File: src/rtl/bcd_ctrl_pkg.sv
// bcd_ctrl_pkg: shared state encoding, digit limit and helpers for the BCD stopwatch.
package bcd_ctrl_pkg;

    typedef enum logic [1:0] {IDLE, RUN, PAUSE, DONE} state_e;

    localparam logic [3:0] BCD_MAX = 4'd9;

    // v holds up to eight packed digits; only the low n digits are examined
    function automatic logic all_nines(input logic [31:0] v, input int n);
        logic r;
        r = 1'b1;
        for (int i = 0; i < 8; i++)
            if (i < n && v[4*i+:4] != BCD_MAX) r = 1'b0;
        return r;
    endfunction

endpackage

File: src/rtl/bcd_stopwatch_ctrl_if.sv
// bcd_stopwatch_ctrl_if: command, limit, count and status signals of the stopwatch controller.
interface bcd_stopwatch_ctrl_if #(
    parameter int DIGITS = 4
);
    logic                Start;
    logic                Stop;
    logic                Clear;
    logic [4*DIGITS-1:0] Limit;
    logic [4*DIGITS-1:0] Bcd;
    logic                Running;
    logic                Done;
    logic                Done_pulse;
    logic                Ovf;

    modport master (
        output Start, Stop, Clear, Limit,
        input  Bcd, Running, Done, Done_pulse, Ovf
    );

    modport slave (
        input  Start, Stop, Clear, Limit,
        output Bcd, Running, Done, Done_pulse, Ovf
    );
endinterface

File: src/rtl/bcd_digit.sv
// bcd_digit: one 0-9 decade with carry-in and combinational carry-out.
module bcd_digit
    import bcd_ctrl_pkg::*;
(
    input  logic       Clk,
    input  logic       Rst_n,
    input  logic       clear_i,
    input  logic       cin_i,
    output logic [3:0] q_o,
    output logic [3:0] nxt_o,
    output logic       cout_o
);
    logic [3:0] q_q, q_d;

    always_comb begin
        cout_o = cin_i && q_q == BCD_MAX;
        nxt_o  = cin_i ? (q_q == BCD_MAX ? 4'd0 : q_q + 4'd1) : q_q;
        q_d    = clear_i ? 4'd0 : nxt_o;
    end

    always_ff @(posedge Clk or negedge Rst_n)
        if (!Rst_n) q_q <= 4'd0;
        else        q_q <= q_d;

    assign q_o = q_q;
endmodule

File: src/rtl/bcd_stopwatch_ctrl.sv
// bcd_stopwatch_ctrl: prescaled run/pause/done sequencer driving a cascaded BCD count chain.
module bcd_stopwatch_ctrl
    import bcd_ctrl_pkg::*;
#(
    parameter int DIGITS   = 4,
    parameter int TICK_DIV = 50000
) (
    input logic                 Clk,
    input logic                 Rst_n,
    bcd_stopwatch_ctrl_if.slave bus
);
    localparam int              PW   = $clog2(TICK_DIV);
    localparam logic [PW-1:0]   TMAX = PW'(TICK_DIV - 1);

    state_e              state_q, state_d;
    logic [PW-1:0]       presc_q, presc_d;
    logic                running_q, done_q, done_pulse_q, ovf_q;
    logic [4*DIGITS-1:0] bcd_q, bcd_nxt;
    logic [DIGITS:0]     carry;
    logic                start_ok, cnt_en, tick;

    assign carry[0] = tick;

    for (genvar g = 0; g < DIGITS; g++) begin : g_dig
        bcd_digit u_dig (
            .Clk    (Clk),
            .Rst_n  (Rst_n),
            .clear_i(bus.Clear),
            .cin_i  (carry[g]),
            .q_o    (bcd_q[4*g+:4]),
            .nxt_o  (bcd_nxt[4*g+:4]),
            .cout_o (carry[g+1])
        );
    end

    // Stop outranks Start, and a Stop in RUN also freezes the prescaler that cycle
    always_comb begin
        start_ok = bus.Start && !bus.Stop;
        cnt_en   = state_q == RUN && !bus.Clear && !bus.Stop;
        tick     = cnt_en && presc_q == TMAX;
        presc_d  = (bus.Clear || tick) ? '0 : cnt_en ? presc_q + PW'(1) : presc_q;
        state_d  = bus.Clear                         ? IDLE
                 : (state_q == RUN && bus.Stop)      ? PAUSE
                 : (state_q == IDLE && start_ok)     ? (bcd_q == bus.Limit ? DONE : RUN)
                 : (state_q == PAUSE && start_ok)    ? RUN
                 : (tick && bcd_nxt == bus.Limit)    ? DONE
                 : state_q;
    end

    always_ff @(posedge Clk or negedge Rst_n)
        if (!Rst_n) begin
            state_q      <= IDLE;
            presc_q      <= '0;
            running_q    <= 1'b0;
            done_q       <= 1'b0;
            done_pulse_q <= 1'b0;
            ovf_q        <= 1'b0;
        end else begin
            state_q      <= state_d;
            presc_q      <= presc_d;
            running_q    <= state_d == RUN;
            done_q       <= state_d == DONE;
            done_pulse_q <= state_d == DONE && state_q != DONE;
            ovf_q        <= carry[DIGITS];
        end

    assign bus.Bcd        = bcd_q;
    assign bus.Running    = running_q;
    assign bus.Done       = done_q;
    assign bus.Done_pulse = done_pulse_q;
    assign bus.Ovf        = ovf_q;
endmodule

File: src/flat_wrapper.sv
// flat-port wrapper written by rule: the top's interface ports become plain ports
module bcd_stopwatch_ctrl_flat import bcd_ctrl_pkg::*;
#(
    parameter int DIGITS   = 4,
    parameter int TICK_DIV = 50000
)
  (Clk, Rst_n, bus_Start, bus_Stop, bus_Clear, bus_Limit, bus_Bcd, bus_Running, bus_Done, bus_Done_pulse, bus_Ovf);
  bcd_stopwatch_ctrl_if #(.DIGITS(DIGITS)) bus_i ();
  input logic Clk;
  input logic Rst_n;
  input wire logic [$bits(bus_i.Start)-1:0] bus_Start;
  input wire logic [$bits(bus_i.Stop)-1:0] bus_Stop;
  input wire logic [$bits(bus_i.Clear)-1:0] bus_Clear;
  input wire logic [$bits(bus_i.Limit)-1:0] bus_Limit;
  output wire logic [$bits(bus_i.Bcd)-1:0] bus_Bcd;
  output wire logic [$bits(bus_i.Running)-1:0] bus_Running;
  output wire logic [$bits(bus_i.Done)-1:0] bus_Done;
  output wire logic [$bits(bus_i.Done_pulse)-1:0] bus_Done_pulse;
  output wire logic [$bits(bus_i.Ovf)-1:0] bus_Ovf;
  assign bus_i.Start = bus_Start;
  assign bus_i.Stop = bus_Stop;
  assign bus_i.Clear = bus_Clear;
  assign bus_i.Limit = bus_Limit;
  assign bus_Bcd = bus_i.Bcd;
  assign bus_Running = bus_i.Running;
  assign bus_Done = bus_i.Done;
  assign bus_Done_pulse = bus_i.Done_pulse;
  assign bus_Ovf = bus_i.Ovf;
  bcd_stopwatch_ctrl #(.DIGITS(DIGITS), .TICK_DIV(TICK_DIV)) u_core (.Clk(Clk), .Rst_n(Rst_n), .bus(bus_i));
endmodule
File: config.mk
export PLATFORM = sky130hd
export DESIGN_NAME = bcd_stopwatch_ctrl_flat
export DESIGN_NICKNAME = d
export VERILOG_FILES = /design/src/rtl/bcd_ctrl_pkg.sv /design/src/rtl/bcd_stopwatch_ctrl_if.sv /design/src/rtl/bcd_digit.sv /design/src/rtl/bcd_stopwatch_ctrl.sv /design/src/flat_wrapper.sv
export SDC_FILE = /design/constraint.sdc
export NUM_CORES = 1
export LEC_CHECK = 0
export BUFFER_PORTS_ARGS = -buffer_cell sky130_fd_sc_hd__buf_2
export CELL_PAD_IN_SITES_DETAIL_PLACEMENT = 0
export CELL_PAD_IN_SITES_GLOBAL_PLACEMENT = 1
export CORE_MARGIN = 10
export CORE_UTILIZATION = 47
export DETAILED_ROUTE_END_ITERATION = 12
export GPL_TIMING_DRIVEN = 0
export PLACE_DENSITY = 0.91
export SYNTH_ARGS = -nofsm -noshare
export SYNTH_HDL_FRONTEND = slang
export SYNTH_SLANG_ARGS = --single-unit
File: constraint.sdc
create_clock -name Clk -period 5.3 [get_ports Clk]
set_clock_uncertainty 0.15 [all_clocks]
set_input_delay 0.795 -clock Clk [delete_from_list [all_inputs] [get_ports Clk]]
set_output_delay 0.795 -clock Clk [all_outputs]
set_load 0.02 [all_outputs]
Word level (Yosys, flattened, before mapping)
Cells that the tools add are included.
- add/subtract/negate cells: 5
- equal/unequal tests: 12
- mux-type cells: 20
- reduce and logical (&&, ||, !) cells: 18
- operators by type and width (cell ; count):
    2-to-1 mux 4 bit ; 12
    == test 16 bit ; 2
    2-to-1 mux 16 bit ; 2
    adder 16 x 1 -> 16 bit, second input constant ; 1
    adder 4 x 1 -> 4 bit, second input constant ; 4
    == test 16 bit, second input constant ; 1
    == test 4 bit, second input constant ; 4
    logical AND 1 bit ; 13
    2-to-1 mux 2 bit ; 6
    == test 2 x 1 -> 1 bit, second input constant ; 2
    == test 2 bit, second input constant ; 2
    zero test 1 bit ; 2
    zero test 2 bit ; 1
    != test 2 bit, second input constant ; 1
    nonzero test 2 bit ; 1
    logical OR 1 bit ; 1
- bits in registers: 38
- input bits: 21
- output and inout port bits: 20
- word-level logic and storage cells: 65

Longest topological paths before layout
Gate-level depths: netlist of run 1.
- word-level depth: 17
- depth in mapped cells: 11
- mapped depth without buffers: 10

Hierarchy
From an unflattened synthesis of run 1, not the netlist that was laid out.
- cells, all modules: 247
- area total of the unflattened synthesis: 2424.8 µm²
- by module, submodules not included (module ; times used ; cells each ; area an instance (µm²)):
    bcd_stopwatch_ctrl ; 1 ; 155 ; 1493.9
    bcd_digit ; 4 ; 23 ; 232.7

Worst setup path before layout of run 1
OpenSTA, ideal clock, no wires.
- path kind: input-to-reg
- start: input bus_Stop
- end: register u_core.done_pulse_q (netlist: u_core.bus.Done_pulse)
- data arrival time: 2.936 ns
- data required time: 5.083 ns
- slack: 2.147 ns
- cell stages on the path: 9
- cell sequence: nand4bb_4 > or2_1 > buf_6 > nor3_2 > mux2_2 > a221oi_1 > nand4_1 > o31ai_2 > and3_1
- word-level cells in the longest chain between the ends: 16
- elaborated cells on any way between the ends: 23
- RTL lines (what ; RTL line ; source):
    start: declaration ; flat_wrapper.sv:12 ; input wire logic [$bits(bus_i.Stop)-1:0] bus_Stop;
    zero test 1 bit ; bcd_stopwatch_ctrl.sv:38, bcd_stopwatch_ctrl.sv:39 ;
    logical AND 1 bit ; bcd_stopwatch_ctrl.sv:39 ; cnt_en = state_q == RUN && !bus.Clear && !bus.Stop;
    logical AND 1 bit ; bcd_stopwatch_ctrl.sv:40 ; tick = cnt_en && presc_q == TMAX;
    logical AND 1 bit (3 in series) ; bcd_digit.sv:16 ; cout_o = cin_i && q_q == BCD_MAX;
    2-to-1 mux 4 bit ; bcd_digit.sv:17 ; nxt_o = cin_i ? (q_q == BCD_MAX ? 4'd0 : q_q + 4'd1) : q_q;
    == test 16 bit ; bcd_stopwatch_ctrl.sv:46 ; : (tick && bcd_nxt == bus.Limit) ? DONE
    logical AND 1 bit ; bcd_stopwatch_ctrl.sv:46 ;
    2-to-1 mux 2 bit ; bcd_stopwatch_ctrl.sv:46 ;
    2-to-1 mux 2 bit ; bcd_stopwatch_ctrl.sv:45 ; : (state_q == PAUSE && start_ok) ? RUN
    2-to-1 mux 2 bit ; bcd_stopwatch_ctrl.sv:44 ; : (state_q == IDLE && start_ok) ? (bcd_q == bus.Limit ? DONE : RUN)
    2-to-1 mux 2 bit * ; bcd_stopwatch_ctrl.sv:43 ; : (state_q == RUN && bus.Stop) ? PAUSE
    2-to-1 mux 2 bit * ; bcd_stopwatch_ctrl.sv:42 ; state_d = bus.Clear ? IDLE
    == test 2 bit * ; bcd_stopwatch_ctrl.sv:63 ; done_pulse_q <= state_d == DONE && state_q != DONE;
    logical AND 1 bit * ; bcd_stopwatch_ctrl.sv:63 ;
    end signal: assignment ; bcd_stopwatch_ctrl.sv:56 ; done_pulse_q <= 1'b0;
    end signal: assignment ; bcd_stopwatch_ctrl.sv:63 ;
    end: declaration ; bcd_stopwatch_ctrl.sv:17 ; logic running_q, done_q, done_pulse_q, ovf_q;
Mark *: on every way between the ends. The rest lies on a longest branch, timed or not.
A chain may end at the register's enable or synchronous reset.

Final worst setup path of run 1
- start: register u_core.presc_q[0]
- end: register u_core.done_pulse_q (netlist: u_core.bus.Done_pulse)
- word-level cells in the longest chain between the ends: 15
- elaborated cells on any way between the ends: 18
- RTL lines (what ; RTL line ; source):
    start: declaration ; bcd_stopwatch_ctrl.sv:16 ; logic [PW-1:0] presc_q, presc_d;
    start signal: assignment ; bcd_stopwatch_ctrl.sv:60 ; presc_q <= presc_d;
    == test 16 bit * ; bcd_stopwatch_ctrl.sv:40 ;
    logical AND 1 bit * ; bcd_stopwatch_ctrl.sv:40 ;
    logical AND 1 bit (3 in series) ; bcd_digit.sv:16 ;
    2-to-1 mux 4 bit ; bcd_digit.sv:17 ;
    == test 16 bit ; bcd_stopwatch_ctrl.sv:46 ;
    logical AND 1 bit * ; bcd_stopwatch_ctrl.sv:46 ;
    2-to-1 mux 2 bit * ; bcd_stopwatch_ctrl.sv:46 ;
    2-to-1 mux 2 bit * ; bcd_stopwatch_ctrl.sv:45 ;
    2-to-1 mux 2 bit * ; bcd_stopwatch_ctrl.sv:44 ;
    2-to-1 mux 2 bit * ; bcd_stopwatch_ctrl.sv:43 ;
    2-to-1 mux 2 bit * ; bcd_stopwatch_ctrl.sv:42 ;
    == test 2 bit * ; bcd_stopwatch_ctrl.sv:63 ;
    logical AND 1 bit * ; bcd_stopwatch_ctrl.sv:63 ;
Marks and branches as above.

==> impl_metrics.ini, run 1 <==
[run_status]
status = complete, no violations

[global_routing]
grt_pass1_wl_um = 12630
first_global_vias = 2537
grt_max_degree = 39
grt_usage_pct = 15.64
overflow = 0
antenna_found_initial = 0

[logic_synthesis]
yosys_warnings = 0
yosys_register_bits = 38
synthMuxAreaShare_pct = 5.838
yosys.cell_types.count = 53
yosys.area_share.adder_pct = 3.981
synth_xor_area_share_pct = 12.38
synth_top_family_by_area = simple AND/OR/NAND/NOR gates
synth_compound_area_share_pct = 10.35
netlist_area_um2 = 2829
synthCells = 320
synthSimpleGateAreaFrac_pct = 29.99
avgSynthCellArea_um2 = 8.841
syn-num-nets = 350
synth_edf_count = 0
ys_seq_area_share_pct = 33.61
async_flop_share_pct = 100.0
ys.flop_type = dfrtp_1

[cts]
cts_buffer_depth = 2
cts-root-buf = clkbuf_8
numClockSinks = 38
post_cts_buffers = 0
cts_buffers = 5
cts_tree = yes
clk_pin_slew_worst_paths_ns = 0.08
postCtsResizedCells = 0
cts_hold_buffers = 0
htreeDepth = 2
insertion_delay_ns = 0.29

[final_layout]
area_delta_synth_final_pct = 13.76
final_common_cell = nor2_1
multi_input_area_um2 = 1769
seqCellArea_um2 = 950.9
nets = 397
utilization_pct = 54.68
nFillCells = 590
drive_gt1_share_pct = 18.21
antenna-diode-count = 0
final_cell_mix = nor2_1, buf_2, dfrtp_1, xnor2_1, nand2_1

[placed_design]
port-buffer-count = 40
post-dp-hpwl_um = 5631
gp_congestion = 0.9277

[setup_path]
cp.arrival_ns = 3.47
slowest_delay_ns = 0.45
worstSetupPathType = flip-flop to flip-flop
cp.required_ns = 5.38
path_cells = ha_1 > nand4bb_4 > or2_1 > buf_6 > nor3_2 > mux2_2 > a221oi_1 > nand4_1 > o31ai_2 > and3_1
critPathLaunchType = flip-flop
cpMaxStageDelayCell = dfrtp_1
cp_max_fo = 10
cp-end-kind = flip-flop

[detailed_routing]
drc = 0
drt-initial-drc-count = 97
antenna_left = 0
firstDrtPassIters = 4
avgRoutedWirePerCell_um = 16.87
num_vias = 2432
via_per_inst = 5.490
wl_um = 7473

[power_and_ir_drop]
fin_total_pwr_uw = 562.3
vdd_drop_max_v = 0.0001053
pwr_density_cell_nw_per_um2 = 174.7
p_leak_uw = 0.001365

[floorplan]
die_area_um2 = 9522
io_pins = 41
core-area_um2 = 5886
initial_core_util_pct = 48.07
num_rows = 28
die_y_um = 97.58
die_w_um = 97.58

[timing]
setup_tns_ns = 0
rsz0062_at_grt = no
slew_viol_final = 0
worst_slew_pin_slew_ns = 0.8782
relSlewSlack_pct = 41.45
post-route-min-period_ns = 3.387
timing.final.crit_share_pct = 63.91
max_freq_mhz = 295.2
setup_viol = 0
hold_violations = 0

[worst_hold_path]
hold_path_class = flip-flop to flip-flop

[run]
maxCapViolCount = 0
[stage by stage]
step	worst slack (ns)	area, um2	cells	hold WS, ns
floorplan	2.147	2829	320	0.3494
finish	1.913	3218	443	0.4092
CTS	1.918	3218	443	0.4140
detailed placement	1.659	3123	435	0.3937
global placement	1.667	3123	435	0.3709
global route	1.655	3218	443	0.4561
[state kept, by name (all words and copies together) (netlist names)]
signal                  count
u_core.bus.Done_pulse       1
u_core.state_q              2
u_core.bus.Running          1
u_core.bus.Done             1
u_core.presc_q             16
u_core.g_dig.u_dig.q_o     16
u_core.bus.Ovf              1
[worst max-delay path, delay by kind of cell (launching register included)]
kind	cells	cell delay, ns
AOI/OAI and AO/OA	2	0.62
DFF	1	0.45
and+or+nand+nor	5	1.22
muxes	1	0.39
buffers and inverters	1	0.16
adders and majority gates	1	0.33
[metal layers]
metal,global-route usage (%),up-vias,wire length [um]
met1,19.70,1162,3406
met4,4.810,0,91
met2,25.45,45,3629
met5,0,-,0
li1,-,1219,-
met3,3.983,6,345
[cell families (layout without fill, tap and decap cells)]
logic type                 after synthesis  count (layout)
and+or+nand+nor                        150             150
buffers and inverters                   25              73
DFF                                     38              38
adders and majority gates                9               9
AOI/OAI and AO/OA                       42              42
muxes                                   16              16
xor gates and xnor gates                40              40
[Yosys cell counts, drive strengths merged (4+ instances only)]
library cell | n | share of area [%]
nor2 | 50 | 6.6
dfrtp | 38 | 34
xnor2 | 24 | 7.4
nand2 | 19 | 2.5
a21oi | 16 | 2.8
xor2 | 16 | 5.0
nand3 | 13 | 2.5
nand4 | 13 | 2.9
mux2i | 12 | 4.2
inv | 11 | 1.5
nor3 | 10 | 1.9
clkbuf | 9 | 1.2
ha | 9 | 4.0
o21ai | 8 | 1.4
and3 | 5 | 1.1
buf | 5 | 1.2
nor2b | 5 | 1.1
o31ai | 5 | 1.5
or3 | 5 | 1.1
and2 | 4 | 0.88
and3b | 4 | 1.2
mux2 | 4 | 1.6
[report_power, final]
part	leakage, uW	internal [uW]	switching (uW)
registers	0.000529	291	1.99
clock network	0.0000472	105	111
logic	0.000789	21.1	32.2
[worst paths after layout]
path | cells past startpoint | slack (ns) | end | start
setup / recovery | 10 | 1.91 | u_core.bus.Done_pulse | u_core.presc_q[0]
hold reg to reg | 2 | 0.41 | u_core.presc_q[15] | u_core.presc_q[15]
max in group asynchronous | 1 | 3.98 | u_core.g_dig[2].u_dig.q_o[1] | Rst_n
hold / removal | 2 | 0.41 | u_core.presc_q[15] | u_core.presc_q[15]
min in group asynchronous | 1 | 0.46 | u_core.presc_q[0] | Rst_n
setup reg to reg | 10 | 1.91 | u_core.bus.Done_pulse | u_core.presc_q[0]
[area by class of cell]
| class | instances | share of cell area [%] |
|---|---|---|
| repair buffers | 40 | 6.221 |
| flip-flops and latches | 38 | 29.55 |
| clock inverters | 2 | 0.3888 |
| clock buffers | 6 | 2.566 |
| plain buffers | 14 | 2.100 |
| multi-input cells | 257 | 54.98 |
| inverters | 11 | 1.283 |
| well taps | 75 | 2.916 |
No activity file was read; power rests on OpenSTA's default activity.
==> run 2: changes to the inputs <==
- ABC_AREA: default -> 1
- CORE_UTILIZATION: 47 -> 37
- PLACE_DENSITY: 0.91 -> 0.82
- clock period: 5.3 -> 2.79 ns (I/O delays scaled with it)
==> impl_metrics.ini, run 2 <==
[setup_path]
path_cells = ha_2 > nand3_4 > nor2_4 > nand3_4 > nor2_8 > nand3_4 > nand2_1 > nand2_1 > nand2_1 > nand2_1 > nor3_2 > nand3_1 > nand2_1 > nand2_1 > nand2_2 > nand2_1 > nor2_2
cp_max_fo = 6
cp-end-kind = flip-flop
crit_end = u_core.bus.Done_pulse
r2r-start = u_core.presc_q[1]
crit_buf_inv = 0
cp.arrival_ns = 2.68
worstRegToRegCells = 17
timing.rr.end = u_core.bus.Done_pulse
cpMaxStageDelayCell = dfrtp_1
slowest_delay_ns = 0.37
reg2reg_setup_slack_ns = 0.20
cp_common_cell = nand2_1
cpLargestDelayFamily = simple AND/OR/NAND/NOR gates
crit_cells = 17
worstSetupPathType = flip-flop to flip-flop
crit_start = u_core.presc_q[1]
critPathLaunchType = flip-flop
cp.required_ns = 2.88

[logic_synthesis]
ys.flop_type = dfrtp_1
synthCells = 437
synth_compound_area_share_pct = 8.617
ys_seq_area_share_pct = 32.74
yosys.area.top_type_share_pct = 32.74
synthMuxAreaShare_pct = 0
synth_xor_area_share_pct = 2.714
async_flop_share_pct = 100.0
synth_edf_count = 0
yosys.area_share.adder_pct = 3.878
synthSimpleGateAreaFrac_pct = 43.43
avgSynthCellArea_um2 = 6.645
yosysTopAreaCell = dfrtp_1
yosys.cell_types.count = 32
yosysMostFrequentCell = nand2_1
yosys_register_bits = 38
syn-num-nets = 467
synth_area_leaders = dfrtp_1, nand2_1, nand3_1
synth_common_cells = nand2_1, nor2_1, inv_1
netlist_area_um2 = 2904
synth_top_family_by_area = simple AND/OR/NAND/NOR gates
yosys_warnings = 0

[cts]
cts_buffer_depth = 2
cts_tree = yes
htreeDepth = 2
cts_hold_buffers = 0
clk_pin_slew_worst_paths_ns = 0.09
numClockSinks = 38
cts_buffers = 5
cts-root-buf = clkbuf_8
insertion_delay_ns = 0.30

[timing]
timing.final.crit_share_pct = 92.75
worst_slew_pin_slew_ns = 0.9139
post-route-min-period_ns = 2.588
setup_viol = 0
hold_violations = 0
relSlewSlack_pct = 39.08
slew_viol_final = 0
max_freq_mhz = 386.4

[final_layout]
final_common_cell = nand2_1
final_cell_mix = nand2_1, nor2_1, inv_1, nand3_1, buf_2
nets = 536
stdcell_count = 609
area_delta_synth_final_pct = 24.60
fin_area_um2 = 3618
nFillCells = 820
drive_gt1_share_pct = 22.49
antenna-diode-count = 0

[floorplan]
die_area_um2 = 11790
io_pins = 41
num_rows = 32
core-area_um2 = 7687
initial_core_util_pct = 37.78
die_y_um = 108.6
die_w_um = 108.6

[global_routing]
grt_max_degree = 39
antenna_found_initial = 0
grt_usage_pct = 13.99
overflow = 0
grt_pass1_wl_um = 13450
first_global_vias = 2714

[power_and_ir_drop]
p_leak_uw = 0.001793
vdd_drop_max_v = 0.0001640
pwr_density_cell_nw_per_um2 = 343.3

[worst_hold_path]
hold_path_class = input pin to async pin

[detailed_routing]
antenna_left = 0
firstDrtPassIters = 5
wl_um = 8377
num_vias = 2993
avgRoutedWirePerCell_um = 13.76
drc = 0
drt-initial-drc-count = 168
via_per_inst = 4.915

[run]
maxCapViolCount = 0

[placed_design]
post-dp-hpwl_um = 6335
port-buffer-count = 40
placed_cells = 579
gp_congestion = 0.8882
post_dp_cell_area_um2 = 3232

[run_status]
status = complete, no violations
run 2: where the power goes:
part           internal (uW)  leakage (uW)  switching (uW)
clock network            359     0.0000683             227
logic                   31.4       0.00120            68.3
registers                554      0.000522            2.99
total                    944       0.00179             298
run 2: stage by stage:
stage	hold slack (ns)	TNS, ns	setup WS, ns	utilization (%)	total power [uW]
after floorplan	-0.02709	0	0.4088	-	615.9
after detailed placement	0.3800	0	0.07203	42.04	665.9
final	0.09846	0	0.2022	47.07	1242
after global routing	0.1584	-0.009221	-0.009221	47.07	1292
after CTS	0.1297	0	0.03429	43.83	1255
after global placement	0.3806	0	0.05635	42.04	665.5
run 2: cell families after synthesis:
logic type               Yosys count
AO/OA/AOI/OAI                     43
flip-flops                        38
AND/OR/NAND/NOR                  273
adder cells (fa/ha/maj)            9
XOR/XNOR                           9
buffers and inverters             65
run 2: worst min path at each step:
| stage | startpoint | end | slack, ns | depth (start not counted) |
|---|---|---|---|---|
| 4_1_cts | Rst_n | u_core.g_dig[3].u_dig.q_o[1] | 0.13 | 1 |
| 2_1_floorplan | Rst_n | u_core.bus.Done | -0.03 | 0 |
| 3_3_place_gp | u_core.presc_q[13] | u_core.presc_q[13] | 0.38 | 1 |
| 3_5_place_dp | u_core.presc_q[13] | u_core.presc_q[13] | 0.38 | 1 |
| 6_report | Rst_n | u_core.g_dig[3].u_dig.q_o[1] | 0.1 | 1 |
| 5_1_grt | Rst_n | u_core.presc_q[8] | 0.16 | 1 |
run 2: area by class of cell:
class	instances	area, um2	area share [%]
Multi-Input combinational cell	335	1782	49.24
Sequential cell	38	955.9	26.42
Timing Repair Buffer	61	357.8	9.889
Inverter	61	232.7	6.432
Tap cell	102	127.6	3.527
Clock buffer	5	68.82	1.902
Clock inverter	3	68.82	1.902
Buffer	4	25.02	0.6916
run 2: worst reg2reg max path: stages, from the launching register on:
cell	delay (ns)
dfrtp_1	0.37
ha_2	0.22
nand3_4	0.12
nor2_4	0.18
nand3_4	0.16
nor2_8	0.20
nand3_4	0.13
nand2_1	0.10
nand2_1	0.06
nand2_1	0.06
nand2_1	0.06
nor3_2	0.18
nand3_1	0.14
nand2_1	0.08
nand2_1	0.08
nand2_2	0.08
nand2_1	0.07
nor2_2	0.09
run 2: per-layer routing:
metal / wire, um / vias up / share of wire [%] / track usage [%]
met5: 0 / - / 0 / 0
met4: 64 / 0 / 0.76 / 3.107
met3: 433 / 4 / 5.2 / 2.558
met2: 3708 / 57 / 44 / 21.38
met1: 4171 / 1364 / 50 / 19.94
li1: - / 1568 / - / -
run 2: what timing repair did:
item                       in CTS  in global routing
setup buffers                   0                 21
hold endpoints to repair        0                  0
setup endpoints to repair       0                  4
gates resized for setup         0                 23
==> run 3: changes to the inputs <==
- BUFFER_PORTS_ARGS: -buffer_cell sky130_fd_sc_hd__buf_2 -> default
- CORE_UTILIZATION: 37 -> 41
- DONT_BUFFER_PORTS: default -> 1
- GPL_TIMING_DRIVEN: 0 -> default
- PLACE_DENSITY: 0.82 -> 0.81
==> impl_metrics.ini, run 3 (synthesized netlist as in run 2, its figures left out) <==
[cts]
cts_tree = yes
cts-root-buf = clkbuf_8
clk_pin_slew_worst_paths_ns = 0.08
cts_buffers = 5
insertion_delay_ns = 0.29
numClockSinks = 38
cts_buffer_depth = 2
htreeDepth = 2

[final_layout]
nets = 490
stdcell_count = 556
antenna-diode-count = 0
utilization_pct = 47.86
final_cell_mix = nand2_1, nor2_1, inv_1, nand3_1, dfrtp_1
drive_gt1_share_pct = 11.74
final_common_cell = nand2_1
area_delta_synth_final_pct = 12.58
nFillCells = 740

[floorplan]
die_y_um = 104.2
num_rows = 30
io_pins = 41
die_w_um = 104.2
initial_core_util_pct = 42.51
die_area_um2 = 10850
core-area_um2 = 6832

[setup_path]
worstRegToRegCells = 16
cp_max_fo = 8
path_cells = ha_2 > nand3_4 > nor2_4 > nand3_4 > nor2_8 > buf_4 > nand4_1 > nand3_1 > nand2_1 > nor3_2 > nand3_1 > nand2_1 > nand2_1 > nand2_1 > nand2_1 > nor2_2
cp.arrival_ns = 2.63
crit_start = u_core.presc_q[0]
timing.rr.end = u_core.bus.Done_pulse
slowest_delay_ns = 0.36
critPathLaunchType = flip-flop
cpMaxStageDelayCell = dfrtp_1
reg2reg_setup_slack_ns = 0.24
cp.required_ns = 2.87
r2r-start = u_core.presc_q[0]
cp-end-kind = flip-flop
worstSetupPathType = flip-flop to flip-flop
crit_end = u_core.bus.Done_pulse
cp_common_cell = nand2_1

[power_and_ir_drop]
vdd_drop_max_v = 0.0001581
p_leak_uw = 0.001568
fin_total_pwr_uw = 995.0
pwr_density_cell_nw_per_um2 = 304.3

[placed_design]
gp_congestion = 0.8368
port-buffer-count = 0
placed_cells = 543
post-dp-hpwl_um = 6438

[timing]
slew_viol_final = 0
timing.final.crit_share_pct = 91.53
setup_viol = 0
worst_slew_pin_slew_ns = 0.4537
max_freq_mhz = 391.6
hold_violations = 0
fin_hold_ws_ns = 0.04487
post-route-min-period_ns = 2.554
relSlewSlack_pct = 69.76

[worst_hold_path]
min_path_cells = 1
holdCritStartpoint = bus_Clear
hold_path_class = input pin to flip-flop

[detailed_routing]
antenna_left = 0
firstDrtPassIters = 5
via_per_inst = 5.176
avgRoutedWirePerCell_um = 14.79
drc = 0
num_vias = 2878
wl_um = 8226
drt-initial-drc-count = 141

[run_status]
status = complete, no violations

[global_routing]
grt_usage_pct = 15.03
overflow = 0
antenna_found_initial = 0
grt_pass1_wl_um = 13680
grt_max_degree = 39
first_global_vias = 2685

[run]
maxCapViolCount = 0
## run 3: layer usage
layer / global-route usage, % / wire (um) / up-vias / part of all wire [%]
met5: 0 / 0 / - / 0
met4: 3.181 / 74 / 0 / 0.90
met3: 4.647 / 694 / 7 / 8.4
met2: 22.39 / 3591 / 87 / 44
met1: 20.70 / 3866 / 1319 / 47
li1: - / - / 1465 / -
## run 3: critical path, delay by kind of cell, from the launching register on
family	cells	cell delay, ns
and+or+nand+nor	14	1.61
DFF	1	0.36
buffers and inverters	1	0.14
adders and majority gates	1	0.21
## run 3: per-stage QoR
stage | instance area (um2) | worst slack [ns] | setup TNS, ns
2_1_floorplan | 2904 | 0.4088 | 0
3_3_place_gp | 3108 | 0.2355 | 0
3_5_place_dp | 3108 | 0.2005 | 0
4_1_cts | 3214 | 0.1810 | 0
5_1_grt | 3269 | -0.01672 | -0.01672
6_report | 3269 | 0.2364 | 0
## run 3: report_power, final
| group | switching [uW] | internal, uW |
|---|---|---|
| Sequential | 5.47 | 554 |
| Clock | 193 | 172 |
| Combinational | 46.8 | 23.5 |
## run 3: final cells by class
| cell class | instances | area, um2 | area share (%) |
|---|---|---|---|
| clock buffer | 7 | 76.32 | 2.334 |
| inverter | 61 | 229.0 | 7.003 |
| multi-input combinational | 334 | 1728 | 52.85 |
| sequential | 38 | 950.9 | 29.09 |
| tap | 96 | 120.1 | 3.674 |
| timing repair buffer | 20 | 165.2 | 5.052 |
## run 3: worst min-delay path by stage
stage | endpoint | slack, ns
4_1_cts | u_core.g_dig[3].u_dig.q_o[0] | 0.03
3_5_place_dp | u_core.presc_q[15] | -0.02
2_1_floorplan | u_core.bus.Done | -0.03
5_1_grt | u_core.g_dig[3].u_dig.q_o[3] | 0.03
3_3_place_gp | u_core.presc_q[15] | -0.02
6_report | u_core.g_dig[3].u_dig.q_o[0] | 0.04
## run 3: what timing repair did
item	in CTS	in global routing
resized for setup	0	6
hold buffers	2	0
setup buffers	0	4
hold endpoints to repair	38	0
setup endpoints to repair	0	3
